--- src/rtl/audio_pkg.sv ---
// Shared audio-path definitions: sample format, I2S frame geometry and
// the slot bit-select used by the serialiser.
package audio_pkg;

  localparam int SAMPLE_W    = 16;
  localparam int SLOT_W      = 32;
  localparam int FRAME_BCLKS = 64;
  localparam int BIT_CNT_W   = $clog2(FRAME_BCLKS);

  typedef logic signed [SAMPLE_W-1:0] sample_t;

  typedef struct packed {
    sample_t left;
    sample_t right;
  } stereo_t;

  // Bit transmitted at slot position idx: one-BCLK I2S delay, MSB first,
  // zero padding after the LSB.
  function automatic logic slot_bit(input sample_t s, input logic [4:0] idx);
    logic [3:0] pos;
    pos = 4'(5'd16 - idx);
    if (idx >= 5'd1 && idx <= 5'd16) return s[pos];
    return 1'b0;
  endfunction

endpackage

--- src/rtl/i2s_transmitter_if.sv ---
// Sample handshake between the upstream filter and the I2S serialiser.
interface i2s_transmitter_if;
  import audio_pkg::*;

  sample_t left_sample_in;
  sample_t right_sample_in;
  logic    valid_in;
  logic    ready_out;

  modport master (output left_sample_in, right_sample_in, valid_in, input ready_out);
  modport slave  (input left_sample_in, right_sample_in, valid_in, output ready_out);

endinterface

--- src/rtl/i2s_clk_gen.sv ---
// I2S bit-clock generator: divides clk_in into BCLK, flags each falling
// BCLK edge one cycle ahead and tracks the bit position within the frame.
module i2s_clk_gen import audio_pkg::*; #(
  parameter int CLK_DIV = 12
) (
  input  logic                 clk_in,
  input  logic                 rst_n_in,
  output logic                 bclk,
  output logic                 fall_stb,
  output logic [BIT_CNT_W-1:0] bit_cnt
);

  localparam int               DIV_W    = (CLK_DIV > 1) ? $clog2(CLK_DIV) : 1;
  localparam logic [DIV_W-1:0] DIV_LAST = DIV_W'(CLK_DIV - 1);

  logic [DIV_W-1:0] div_cnt;
  logic             div_tc;

  assign div_tc   = (div_cnt == DIV_LAST);
  // High in the cycle whose clock edge drives BCLK low.
  assign fall_stb = div_tc && bclk;

  // Divider, BCLK toggle and bit counter; bit_cnt resets to 63 so the first
  // fall event opens a frame.
  always_ff @(posedge clk_in) begin
    // NOTE: non-blocking assignments keep every register sampling pre-edge values.
    if (!rst_n_in) begin
      div_cnt <= '0;
      bclk    <= 1'b0;
      bit_cnt <= '1;
    end else begin
      if (div_tc) begin
        div_cnt <= '0;
        bclk    <= !bclk;
      end else begin
        div_cnt <= div_cnt + DIV_W'(1);
      end
      if (fall_stb) bit_cnt <= bit_cnt + BIT_CNT_W'(1);
    end
  end

endmodule

--- src/rtl/i2s_transmitter.sv ---
// Philips I2S transmitter: one pending stereo pair, loaded into the active
// registers at each frame start and shifted out MSB first, one BCLK after
// each LRCLK edge.
module i2s_transmitter import audio_pkg::*; #(
  parameter int CLK_DIV = 12
) (
  input  logic                     clk_in,
  input  logic                     rst_n_in,
  i2s_transmitter_if.slave         smp_if,
  output logic                     i2s_bclk_out,
  output logic                     i2s_lrclk_out,
  output logic                     i2s_data_out,
  output logic                     frame_start_out,
  output logic                     underrun_out,
  output logic                     overflow_out
);

  logic                 bclk;
  logic                 fall_stb;
  logic [BIT_CNT_W-1:0] bit_cnt;
  logic [BIT_CNT_W-1:0] bit_nxt;
  logic                 load_now;
  logic                 accept;
  logic                 full;
  stereo_t              pending;
  stereo_t              active;
  logic [4:0]           idx;
  sample_t              slot_smp;

  i2s_clk_gen #(.CLK_DIV(CLK_DIV)) u_clk_gen (
    .clk_in   (clk_in),
    .rst_n_in (rst_n_in),
    .bclk     (bclk),
    .fall_stb (fall_stb),
    .bit_cnt  (bit_cnt)
  );

  assign i2s_bclk_out     = bclk;
  assign bit_nxt          = bit_cnt + BIT_CNT_W'(1);
  assign load_now         = fall_stb && (bit_nxt == '0);
  // The pending slot frees up on the load edge, so a pair may land there
  // in the very cycle the old one moves to the active registers.
  assign smp_if.ready_out = !full || load_now;
  assign accept           = smp_if.valid_in && smp_if.ready_out;

  // Select the slot sample and bit position for the bit about to start.
  always_comb begin
    // NOTE: every always_comb output gets a value up front so no latch is inferred.
    idx      = bit_nxt[BIT_CNT_W-2:0];
    slot_smp = active.left;
    if (bit_nxt[BIT_CNT_W-1]) slot_smp = active.right;
  end

  // Pending sample storage; validity lives in full, so the data needs no reset.
  always_ff @(posedge clk_in) begin
    // NOTE: data-only registers stay unreset; the full flag qualifies them.
    if (accept) pending <= '{left: smp_if.left_sample_in, right: smp_if.right_sample_in};
  end

  // Frame load, serial outputs and sticky status flags.
  always_ff @(posedge clk_in) begin
    if (!rst_n_in) begin
      full            <= 1'b0;
      active          <= '0;
      i2s_lrclk_out   <= 1'b0;
      i2s_data_out    <= 1'b0;
      frame_start_out <= 1'b0;
      underrun_out    <= 1'b0;
      overflow_out    <= 1'b0;
    end else begin
      frame_start_out <= load_now;

      if (smp_if.valid_in && !smp_if.ready_out) overflow_out <= 1'b1;

      if (load_now) begin
        if (full) active <= pending;
        else      underrun_out <= 1'b1;
      end

      if (accept)        full <= 1'b1;
      else if (load_now) full <= 1'b0;

      if (fall_stb) begin
        i2s_lrclk_out <= bit_nxt[BIT_CNT_W-1];
        i2s_data_out  <= slot_bit(slot_smp, idx);
      end
    end
  end

endmodule

--- src/flat_wrapper.sv ---
// flat-port wrapper written by rule: the top's interface ports become plain ports
module i2s_transmitter_flat import audio_pkg::*;
#(
  parameter int CLK_DIV = 12
)
  (clk_in, rst_n_in, i2s_bclk_out, i2s_lrclk_out, i2s_data_out, frame_start_out, underrun_out, overflow_out, smp_if_left_sample_in, smp_if_right_sample_in, smp_if_valid_in, smp_if_ready_out);
  i2s_transmitter_if smp_if_i ();
  input  logic clk_in;
  input  logic rst_n_in;
  output logic i2s_bclk_out;
  output logic i2s_lrclk_out;
  output logic i2s_data_out;
  output logic frame_start_out;
  output logic underrun_out;
  output logic overflow_out;
  input wire logic [$bits(smp_if_i.left_sample_in)-1:0] smp_if_left_sample_in;
  input wire logic [$bits(smp_if_i.right_sample_in)-1:0] smp_if_right_sample_in;
  input wire logic [$bits(smp_if_i.valid_in)-1:0] smp_if_valid_in;
  output wire logic [$bits(smp_if_i.ready_out)-1:0] smp_if_ready_out;
  assign smp_if_i.left_sample_in = smp_if_left_sample_in;
  assign smp_if_i.right_sample_in = smp_if_right_sample_in;
  assign smp_if_i.valid_in = smp_if_valid_in;
  assign smp_if_ready_out = smp_if_i.ready_out;
  i2s_transmitter #(.CLK_DIV(CLK_DIV)) u_core (.clk_in(clk_in), .rst_n_in(rst_n_in), .smp_if(smp_if_i), .i2s_bclk_out(i2s_bclk_out), .i2s_lrclk_out(i2s_lrclk_out), .i2s_data_out(i2s_data_out), .frame_start_out(frame_start_out), .underrun_out(underrun_out), .overflow_out(overflow_out));
endmodule
--- config.mk ---
export PLATFORM = sky130hd
export DESIGN_NAME = i2s_transmitter_flat
export DESIGN_NICKNAME = d
export VERILOG_FILES = /design/src/rtl/audio_pkg.sv /design/src/rtl/i2s_transmitter_if.sv /design/src/rtl/i2s_clk_gen.sv /design/src/rtl/i2s_transmitter.sv /design/src/flat_wrapper.sv
export SDC_FILE = /design/constraint.sdc
export NUM_CORES = 1
export LEC_CHECK = 0
export BUFFER_PORTS_ARGS = -buffer_cell sky130_fd_sc_hd__buf_2
export CAP_MARGIN = 0
export CORE_ASPECT_RATIO = 0.75
export CORE_MARGIN = 5
export CORE_UTILIZATION = 55
export CTS_CLUSTER_SIZE = 20
export DETAILED_ROUTE_END_ITERATION = 7
export PLACE_DENSITY_LB_ADDON = 0.1
export SKIP_CTS_REPAIR_TIMING = 1
export SYNTH_ARGS = -nofsm -noshare
export SYNTH_HDL_FRONTEND = slang
export SYNTH_SLANG_ARGS = --single-unit
--- constraint.sdc ---
create_clock -name clk_in -period 4.44 [get_ports clk_in]
set_clock_uncertainty 0.2 [all_clocks]
set_input_delay 0.888 -clock clk_in [delete_from_list [all_inputs] [get_ports clk_in]]
set_output_delay 0.888 -clock clk_in [all_outputs]
set_load 0.02 [all_outputs]
Yosys cells after proc, flatten, opt, wreduce, memory -nomap -nowiden
Cells that the tools add are included.
W data, S select, Z words.
{"block": "word_totals", "register_bits": 81, "input_bits": 35, "out_inout_bits": 7, "word_cells": 46}
{"block": "op_classes", "n_addsub": 3, "magnitude_cmp": 3, "n_eq_ne": 1, "mux": 10, "bitwise_logic": 2, "n_reduce_logical": 14}
{"operator": "$mux W16", "n": 1}
{"operator": "$mux W1", "n": 8}
{"operator": "$add A6 B1 Y6 const B", "n": 1}
{"operator": "$logic_not A6 Y1", "n": 1}
{"operator": "$ge A5 B1 Y1 const B", "n": 1}
{"operator": "$le A5 B5 Y1 const B", "n": 1}
{"operator": "$logic_and A1 B1 Y1", "n": 5}
{"operator": "$lt A4 B5 Y1 const B", "n": 1}
{"operator": "$add A4 B1 Y4 const B", "n": 1}
{"operator": "$bmux W1 S4", "n": 1}
{"operator": "$eq A4 B4 Y1 const B", "n": 1}
{"operator": "$reduce_and A2 Y1", "n": 2}
{"operator": "$sub A1 B4 Y4 const A", "n": 1}
{"operator": "$logic_not A1 Y1", "n": 3}
{"operator": "$not A1 Y1", "n": 2}
{"operator": "$reduce_bool A2 Y1", "n": 1}
{"operator": "$reduce_or A2 Y1", "n": 1}
{"operator": "$logic_or A1 B1 Y1", "n": 1}

Logic depth before layout (Yosys ltp)
Gate-level depths: netlist (run 1).
{"block": "logic_depth", "depth_word": 7, "mapped_depth": 10, "mapped_depth_nobuf": 8}

By module
From an unflattened synthesis (run 1), not the netlist that was laid out.
{"block": "hier_totals", "cells_unflattened": 303, "hier_area_um2": 3487.1}
{"module": "i2s_transmitter", "instances": 1, "cells_each": 252, "area_each_um2": 3000.4, "seq_area_each_um2": 1721.7}
{"module": "i2s_clk_gen", "instances": 1, "cells_each": 51, "area_each_um2": 486.7, "seq_area_each_um2": 220.2}

Worst setup path before layout (run 1)
No wires, ideal clock.
{"block": "synth_timing", "kind": "reg-to-reg", "startpoint": "register u_core.u_clk_gen.div_cnt[0]", "endpoint": "register u_core.pending[0] (netlist bit) (enable)", "setup_ns": 0.432, "arrival_time_ns": 2.988, "required_ns": 3.808, "slack_ns": 0.821, "stages_incl_launch_ff": 7, "path_buffers": 1, "synth_period_minus_slack_ns": 3.619, "path_cell_list": "dfxtp_1 -> ha_1 -> and4b_1 -> buf_6 -> nand3_2 -> or3_1 -> a21oi_1"}
{"block": "synth_via", "elab_chain_len": 5}
{"element": "start: declaration", "line": "i2s_clk_gen.sv:16", "source": "logic [DIV_W-1:0] div_cnt;"}
{"element": "start signal: assignment", "line": "i2s_clk_gen.sv:36", "source": "div_cnt <= div_cnt + DIV_W'(1);"}
{"element": "$eq A4 B4 Y1", "line": "i2s_clk_gen.sv:19", "source": "assign div_tc = (div_cnt == DIV_LAST);"}
{"element": "$logic_and A1 B1 Y1", "line": "i2s_clk_gen.sv:21", "source": "assign fall_stb = div_tc && bclk;"}
{"element": "$logic_and A1 B1 Y1", "line": "i2s_transmitter.sv:40", "source": "assign load_now = fall_stb && (bit_nxt == '0);"}
{"element": "$logic_or A1 B1 Y1", "line": "i2s_transmitter.sv:43", "source": "assign smp_if.ready_out = !full || load_now;"}
{"element": "$logic_and A1 B1 Y1", "line": "i2s_transmitter.sv:44", "source": "assign accept = smp_if.valid_in && smp_if.ready_out;"}
{"element": "named net u_core.accept", "line": "i2s_transmitter.sv:23", "source": "logic accept;"}
{"element": "end signal: assignment", "line": "i2s_transmitter.sv:57", "source": "if (accept) pending <= '{left: smp_if.left_sample_in, right: smp_if.right_sample_in};"}
{"element": "end: declaration", "line": "i2s_transmitter.sv:25", "source": "stereo_t pending;"}
The timed path passes the listed nets, and every way through them passes these cells.
A chain may end at the register's enable or synchronous reset.

Worst setup path in the final report (run 1)
{"block": "layout_timing", "startpoint": "register u_core.u_clk_gen.bit_cnt[0]", "endpoint": "output smp_if_ready_out"}
{"block": "layout_via", "elab_chain_len": 4}
{"element": "start: declaration", "line": "i2s_clk_gen.sv:10", "source": "output logic [BIT_CNT_W-1:0] bit_cnt"}
{"element": "start signal: assignment", "line": "i2s_clk_gen.sv:38", "source": "if (fall_stb) bit_cnt <= bit_cnt + BIT_CNT_W'(1);"}
{"element": "$add A6 B1 Y6", "line": "i2s_transmitter.sv:39", "source": "assign bit_nxt = bit_cnt + BIT_CNT_W'(1);"}
{"element": "$logic_not A6 Y1", "line": "i2s_transmitter.sv:40"}
{"element": "$logic_and A1 B1 Y1", "line": "i2s_transmitter.sv:40"}
{"element": "$logic_or A1 B1 Y1", "line": "i2s_transmitter.sv:43"}
{"element": "end: declaration", "line": "flat_wrapper.sv:19", "source": "output wire logic [$bits(smp_if_i.ready_out)-1:0] smp_if_ready_out;"}
No other way between the ends.

==> impl_metrics.tcl, run 1 <==
set metrics [dict create \
    run_status "finished, final reports clean" \
    finalSetupTns_ns 0 \
    syn_inst 343 \
    cts_inserted_buffers 9 \
    power_density_nw_per_um2 349 \
    syn_nets 381 \
    rrSetupSlack_ns 1.08 \
    grt_max_degree 33 \
    holdWs_ns 0.256 \
    p_leak_nw 1.52 \
    ctsRootBufferMaster "clkbuf_8" \
    synth_cell_types 54 \
    instances_no_fill 461 \
    num_vias 2568 \
    synth_flop_cell "dfxtp_1" \
    start_kind "register" \
    start_util_pct 57.3 \
    path_cells "ha_1 -> xnor2_1 -> a31oi_1 -> or3_1 -> nand2_1 -> buf_2" \
    post-route-period-util_pct 80.5 \
    async_flop_share_pct 0 \
    seq_area_um2 1940 \
    setup_viol 0 \
    reg2regPathDepth 6 \
    wl_per_cell_um 15.1 \
    port_buffers 41 \
    ctsLongestPathBuffers 2 \
    htree_levels 3 \
    overflow 0 \
    ios 42 \
    grt_pass1_vias 2424 \
    clock_latency_ns 0.35 \
    finalHoldViolCount 0 \
    gp_congestion 0.898 \
    path_clk_slew_ns 0.08 \
    power_mw 1.41 \
    drive_above_1_share_pct 33.2 \
    yosys.area.top_type_share_pct 26.8 \
    crit_required_ns 3.35 \
    path_max_fanout 14 \
    max_freq_mhz 280 \
    synthTopCellsByArea "dfxtp_1, edfxtp_1, a21oi_2" \
    yosysWarningCount 0 \
    crit_slowest_cell "dfxtp_1" \
    hp-start "u_core.u_clk_gen.div_cnt[0]$_SDFF_PP0_" \
    viasPerCell 5.57 \
    grt_pass1_wl_mm 11.9 \
    drt_iter0_drc 159 \
    peakVddDrop_v 0.000232 \
    die_y_um 80.6 \
    wl_mm 6.95 \
    postSynthAreaPerCell_um2 10.7 \
    fillerInstances 549 \
    r2r-start "u_core.u_clk_gen.bit_cnt[0]$_SDFFE_PN1P_" \
    min_path_cells 1 \
    detail-route-antenna-nets 0 \
    slew_violations 0 \
    fin_crit_ns 3.57 \
    slowest_delay_ns 0.60 \
    cts_tree "built" \
    ys_seq_area_share_pct 53.1 \
    dieWidth_um 104 \
    arrival_ns 2.49 \
    end_kind "output port" \
    multiInputGateArea_um2 1520 \
    synth_edf_count 32 \
    worstReg2RegEnd "u_core.pending[10]$_DFFE_PP_" \
    min_delay_worst_endpoint "u_core.u_clk_gen.div_cnt[0]$_SDFF_PP0_" \
    rsz0062_at_grt "false" \
    tightest_slew_ns 1.03 \
    clkSinkCount 81 \
    nets 413 \
    area.growth.synth_to_final_pct 10.4 \
    dp.cells 445 \
    dr.pass1.iters 4 \
    final_cell_area_um2 4030 \
    synth_area_leader_cell "dfxtp_1" \
    placed_cell_area_um2 3820 \
    core_um2 6380 \
    die_area_um2 8390 \
    antenna_found_initial 0 \
    row_count 25 \
    synth_area_um2 3650 \
    hpwlAfterDp_mm 4.83 \
    drv_cap 0 \
    relSlewSlack_pct 31.2 \
    antenna_cells 0 \
    synth-seq-cells 81 \
    drc 0 \
    grt_use_total_pct 18.0 \
    crit_type "register to output port" \
    timing.hold.worst.class "register to register" \
]
==> sequential cells by signal, indices dropped and copies added, names as in the netlist, 4 cells and up <==
register,cells
u_core.u_clk_gen.div_cnt,4
u_core.active,32
u_core.pending,32
u_core.u_clk_gen.bit_cnt,6
==> cell type report <==
cell class,count,area share (%)
sequential,81,48.1
multi-input combinational,233,37.6
timing repair buffer,44,5.96
clock buffer,10,3.41
tap,81,2.51
clock inverter,6,1.86
inverter,6,0.558
==> report_power, final <==
part,switching [mW],internal [mW],total [mW]
Combinational,0.0270,0.0192,0.0462
Clock,0.272,0.283,0.555
Sequential,0.00970,0.795,0.805
Total,0.309,1.10,1.41
==> through the flow <==
| step | setup slack (ns) | util (%) |
|---|---|---|
| global route | 0.702 | 63.2 |
| global placement | 1.29 | 59.9 |
| finish | 0.866 | 63.2 |
| floorplan | 0.821 | - |
| CTS | 0.862 | 63.2 |
| detailed placement | 1.10 | 59.9 |
==> worst max-delay path, delay by kind of cell, from the launching register on <==
| family | cells | cell delay [ns] |
|---|---|---|
| AOI/OAI and AO/OA | 1 | 0.15 |
| xor gates and xnor gates | 1 | 0.16 |
| adders and majority gates | 1 | 0.44 |
| buffers and inverters | 1 | 0.17 |
| DFF | 1 | 0.60 |
| and+or+nand+nor | 2 | 0.61 |
==> cells in the mapped netlist (3+ instances only) <==
cell type and instances:
a221oi_1 3, and3_1 5, o31ai_1 3, mux2i_1 10, edfxtp_1 32, nor2b_1 4
nand2_2 30, nor3_1 3, nor2_1 17, a21o_1 3, xnor2_1 4, o211ai_1 4
ha_1 3, buf_2 9, nand2_1 48, o22ai_1 3, inv_1 6, xor2_1 3
clkbuf_1 6, dfxtp_1 49, nand4_1 3, buf_12 4, nand3_1 4, nor3b_1 3
o21ai_0 6, a211oi_1 3, a21oi_2 30, a21oi_1 9
==> cell families (layout without fill, tap and decap cells) <==
kind of cell	after synthesis	after routing	synth area share (%)
compound gates	78	78	16.3
flops	81	81	53.1
buf+inv	29	66	5.51
fa+ha+maj	3	3	1.03
simple gates	133	133	19.0
mux	12	12	3.36
xor+xnor	7	7	1.68
==> metal layers <==
metal | share of wire [%] | wire length [um] | track usage (%)
met1 | 48 | 3310 | 25.6
met4 | 1.4 | 98 | 7.63
met2 | 44 | 3080 | 26.1
met3 | 6.6 | 456 | 4.42
met5 | 0 | 0 | 0
==> cells in the final DEF (no fill, tap or decap), drive strengths merged, types with 5 or more instances in the layout <==
cell and n:
nand3 5, clkbuf 10, a21oi 39, buf 44, nor2 17, and3 5, nand2 78, inv 8
edfxtp 32, mux2i 10, dfxtp 49, o21ai 7
==> worst max-delay path by stage <==
stage,startpoint,end,slack [ns]
5_1_grt,u_core.u_clk_gen.bit_cnt[0]$_SDFFE_PN1P_,smp_if_ready_out,0.70
3_5_place_dp,u_core.u_clk_gen.bit_cnt[0]$_SDFFE_PN1P_,u_core.pending[0]$_DFFE_PP_,1.10
2_1_floorplan,u_core.u_clk_gen.div_cnt[0]$_SDFF_PP0_,u_core.pending[0]$_DFFE_PP_,0.82
3_3_place_gp,u_core.u_clk_gen.bit_cnt[0]$_SDFFE_PN1P_,u_core.pending[0]$_DFFE_PP_,1.29
4_1_cts,u_core.u_clk_gen.bit_cnt[0]$_SDFFE_PN1P_,smp_if_ready_out,0.86
6_report,u_core.u_clk_gen.bit_cnt[0]$_SDFFE_PN1P_,smp_if_ready_out,0.87
(Power assumes the default switching activity.)
==> inputs of run 2 (changes only) <==
- clock period: 4.44 -> 3.5 ns (I/O delays scaled with it)
==> run 2 against run 1 <==
Non-clock buffer count grew 2; sequential share of layout area is essentially flat; cell count grew 0.43%; critical path type unchanged; sequential cell count is the same; largest power group unchanged; core utilization is essentially flat.
==> impl_metrics.tcl, run 2 (synthesis gave the netlist of run 1 again) <==
set metrics [dict create \
    run_status "finished, final reports clean" \
    ctsLongestPathBuffers 2 \
    fin_crit_ns 3.29 \
    core_um2 6380 \
    dp.cells 447 \
    row_count 25 \
    num_vias 2570 \
    die_area_um2 8390 \
    antenna_found_initial 0 \
    seq_area_um2 1940 \
    placed_cell_area_um2 3860 \
    finalSetupTns_ns 0 \
    clock_latency_ns 0.35 \
    grt_use_total_pct 16.9 \
    fillerInstances 532 \
    crit_buf_inv 1 \
    finalHoldViolCount 0 \
    crit_family "simple AND/OR/NAND/NOR gates" \
    max_freq_mhz 304 \
    viasPerCell 5.55 \
    cts_inserted_buffers 9 \
    start_util_pct 57.3 \
    final_cell_area_um2 4040 \
    htree_levels 3 \
    nets 415 \
    gp_congestion 0.917 \
    area.growth.synth_to_final_pct 10.4 \
    grt_pass1_vias 2348 \
    wl_mm 6.86 \
    port_buffers 41 \
    setup_ws_ns 0.207 \
    grtUsageMet3_pct 5.38 \
    post-route-period-util_pct 94.1 \
    grt_use_met1_pct 23.3 \
    drv_cap 0 \
    antenna_cells 0 \
    drive_above_1_share_pct 33.8 \
    final_cell_mix "nand2_1, dfxtp_1, buf_2" \
    multiInputGateArea_um2 1520 \
    cts_tree "built" \
    ios 42 \
    peakVddDrop_v 0.000272 \
    instances_no_fill 463 \
    ctsRootBufferMaster "clkbuf_8" \
    crit_required_ns 2.60 \
    overflow 0 \
    path_max_fanout 10 \
    rsz0062_at_grt "false" \
    p_leak_nw 1.51 \
    detail-route-antenna-nets 0 \
    fin_util_pct 63.3 \
    drc 0 \
    preCtsSetupSlack_ns 0.481 \
    clkSinkCount 81 \
    tightest_slew_ns 0.514 \
    grt_max_degree 33 \
    start_kind "register" \
    arrival_ns 2.39 \
    reg_top3 "u_core.active x32, u_core.pending x32, u_core.u_clk_gen.bit_cnt x6" \
    power_mw 1.69 \
    dieWidth_um 104 \
    use_met2_pct 24.5 \
    power_density_nw_per_um2 419 \
    slowest_delay_ns 0.50 \
    drt_iter0_drc 147 \
    slew_violations 0 \
    timing.hold.worst.class "register to register" \
    final_common_cell "nand2_1" \
    end_kind "output port" \
    crit_type "register to output port" \
    holdWs_ns 0.244 \
    wl_per_cell_um 14.8 \
    crit_slowest_cell "dfxtp_1" \
    grt_pass1_wl_mm 11.3 \
    path_clk_slew_ns 0.08 \
    relSlewSlack_pct 65.7 \
    hpwlAfterDp_mm 4.77 \
    dr.pass1.iters 4 \
    busiest_layer "met2" \
    path_cells "ha_1 -> xnor2_1 -> a31oi_1 -> or3_1 -> nand2_1 -> buf_2" \
    setup_viol 0 \
    die_y_um 80.6 \
]
[run 2: cell count changes in the layout (fill, tap and decap cells not counted), sizes merged]
cell      previous run  this run
clkinv               2         1
bufinv               1         0
inv                  8         9
clkinvlp             1         2
buf                 44        46
[run 2: worst reg2reg max path: cells and delay by family (launching register included)]
family          cells  cell delay, ns
simple gates        1            0.49
compound gates      2            0.55
fa+ha+maj           1            0.45
flops               1            0.50
xor+xnor            1            0.16
buf+inv             1            0.23
[run 2: where the power goes]
group	internal (mW)	leakage (nW)	total [mW]	switching [mW]
combinational	0.0262	0.727	0.0597	0.0335
sequential	1.01	0.699	1.02	0.0124
clock	0.266	0.0839	0.610	0.344
total	1.30	1.51	1.69	0.390
[run 2: area by class of cell]
class / instances / share of cell area (%)
multi-input cells: 233 / 37.7
clock inverters: 6 / 1.24
flip-flops and latches: 81 / 48.2
repair buffers: 46 / 6.63
clock buffers: 10 / 3.16
inverters: 6 / 0.558
well taps: 81 / 2.51
[run 2: final timing paths]
kind | startpoint | slack (ns) | endpoint | cells past startpoint
worst min-delay path | u_core.u_clk_gen.div_cnt[0]$_SDFF_PP0_ | 0.24 | u_core.u_clk_gen.div_cnt[0]$_SDFF_PP0_ | 1
worst max-delay path | u_core.u_clk_gen.bit_cnt[1]$_SDFFE_PN1P_ | 0.21 | smp_if_ready_out | 6
worst max register to register | u_core.u_clk_gen.bit_cnt[1]$_SDFFE_PN1P_ | 0.61 | u_core.pending[12]$_DFFE_PP_ | 6
worst min register to register | u_core.u_clk_gen.div_cnt[0]$_SDFF_PP0_ | 0.24 | u_core.u_clk_gen.div_cnt[0]$_SDFF_PP0_ | 1
[run 2: metal layers]
metal	share of wire, %	wire length, um	vias up
met3	6.5	447	12
met5	0	0	-
li1	-	-	1284
met4	1.7	118	0
met1	47	3210	1197
met2	45	3090	77
==> inputs of run 3 (changes only) <==
- CORE_UTILIZATION: 55 -> 50
- GPL_ROUTABILITY_DRIVEN: default -> 1
==> run 3 against run 2 <==
Combinational power is 1% lower; register-to-register slack got worse by 0.04 ns; non-clock buffer count increased by 2; clock-buffer cell count stayed put; largest power group unchanged; design area increased by 1.1%.
==> impl_metrics.tcl, run 3 (synthesis gave the netlist of run 1 again) <==
set metrics [dict create \
    arrival_ns 2.42 \
    fin_crit_ns 3.32 \
    tightest_slew_ns 0.519 \
    area.growth.synth_to_final_pct 11.6 \
    clock_latency_ns 0.35 \
    finalHoldViolCount 0 \
    grt_pass1_vias 2464 \
    start_kind "register" \
    viasPerCell 5.29 \
    port_buffers 41 \
    ctsLongestPathBuffers 2 \
    grt_use_total_pct 16.7 \
    final_cell_mix "nand2_1, dfxtp_1, buf_2" \
    nets 417 \
    grt_pass1_wl_mm 11.9 \
    path_max_fanout 10 \
    instances_no_fill 485 \
    dp.cells 469 \
    die_area_um2 9140 \
    dieWidth_um 109 \
    path_clk_slew_ns 0.08 \
    end_kind "output port" \
    fillerInstances 660 \
    clkSinkCount 81 \
    slew_violations 0 \
    rsz0062_at_grt "false" \
    antenna_cells 0 \
    antenna_found_initial 0 \
    setup_viol 0 \
    overflow 0 \
    die_y_um 84.0 \
    finalSetupTns_ns 0 \
    crit_slowest_cell "dfxtp_1" \
    gp_congestion 0.899 \
    power_density_nw_per_um2 428 \
    core_um2 7230 \
    crit_type "register to output port" \
    num_vias 2564 \
    timing.hold.worst.class "register to register" \
    row_count 27 \
    hpwlAfterDp_mm 4.99 \
    cts_inserted_buffers 9 \
    max_freq_mhz 302 \
    grt_max_degree 33 \
    drv_cap 0 \
    drive_above_1_share_pct 33.9 \
    dr.pass1.iters 4 \
    htree_levels 3 \
    ctsRootBufferMaster "clkbuf_8" \
    path_cells "ha_1 -> xnor2_1 -> a31oi_1 -> or3_1 -> nand2_1 -> buf_2" \
    reg_top3 "u_core.active x32, u_core.pending x32, u_core.u_clk_gen.bit_cnt x6" \
    cts_tree "built" \
    drc 0 \
    wl_per_cell_um 14.5 \
    post-route-period-util_pct 94.7 \
    relSlewSlack_pct 65.4 \
    detail-route-antenna-nets 0 \
    wl_mm 7.02 \
    ios 42 \
    drt_iter0_drc 116 \
    crit_required_ns 2.60 \
    p_leak_nw 1.52 \
    run_status "finished, final reports clean" \
    peakVddDrop_v 0.000243 \
    slowest_delay_ns 0.51 \
    start_util_pct 50.6 \
]
run 3: changes by cell type in the layout (fill, tap and decap cells not counted), sizes merged:
cell	delta
buf	+2
clkinv	+1
bufinv	+1
inv	-2
run 3: metrics by stage:
| step | worst slack (ns) | util (%) | total power, mW | area, um2 | hold slack (ns) |
|---|---|---|---|---|---|
| finish | 0.185 | 56.4 | 1.75 | 4080 | 0.256 |
| global route | 0.0494 | 56.4 | 1.82 | 4080 | 0.272 |
| CTS | 0.0826 | 56.4 | 1.77 | 4080 | 0.257 |
| detailed placement | 0.491 | 53.7 | 1.10 | 3880 | 0.246 |
| global placement | 0.551 | 53.7 | 1.10 | 3880 | 0.229 |
| floorplan | 0.585 | - | 1.07 | 3660 | 0.217 |
run 3: path summary, 6_finish.rpt:
check                           cells past startpoint                                     start                              to  slack, ns
worst min-delay path                                2            u_core.active[17]$_SDFFE_PN0P_  u_core.active[17]$_SDFFE_PN0P_       0.26
worst max register to register                      6  u_core.u_clk_gen.bit_cnt[1]$_SDFFE_PN1P_    u_core.pending[23]$_DFFE_PP_       0.57
worst max-delay path                                6  u_core.u_clk_gen.bit_cnt[1]$_SDFFE_PN1P_                smp_if_ready_out       0.18
worst min register to register                      2            u_core.active[17]$_SDFFE_PN0P_  u_core.active[17]$_SDFFE_PN0P_       0.26
run 3: cell type report:
class                   count  area [um2]  area share, %
flip-flops and latches     81        1940           47.6
multi-input cells         233        1520           37.3
repair buffers             48         270           6.62
clock buffers              10         128           3.13
well taps                 101         126           3.10
clock inverters             6        67.6           1.66
inverters                   6        22.5          0.552
run 3: per-layer routing:
metal | vias up | global-route usage [%] | share of wire [%]
li1 | 1297 | - | -
met1 | 1189 | 23.2 | 47
met2 | 68 | 24.3 | 45
met3 | 10 | 5.41 | 6.4
met4 | 0 | 5.73 | 1.4
met5 | - | 0 | 0
run 3: power by group:
group	total (mW)	leakage [nW]	internal [mW]	switching [mW]
clock	0.668	0.0929	0.332	0.336
combinational	0.0591	0.732	0.0254	0.0337
sequential	1.02	0.700	1.01	0.0124
total	1.75	1.52	1.37	0.382
run 3: worst max-delay path: cells and delay by family (launching register included):
family	cells	cell delay [ns]
adders and majority gates	1	0.44
buffers and inverters	1	0.17
xor gates and xnor gates	1	0.17
DFF	1	0.51
AOI/OAI and AO/OA	1	0.15
and+or+nand+nor	2	0.62
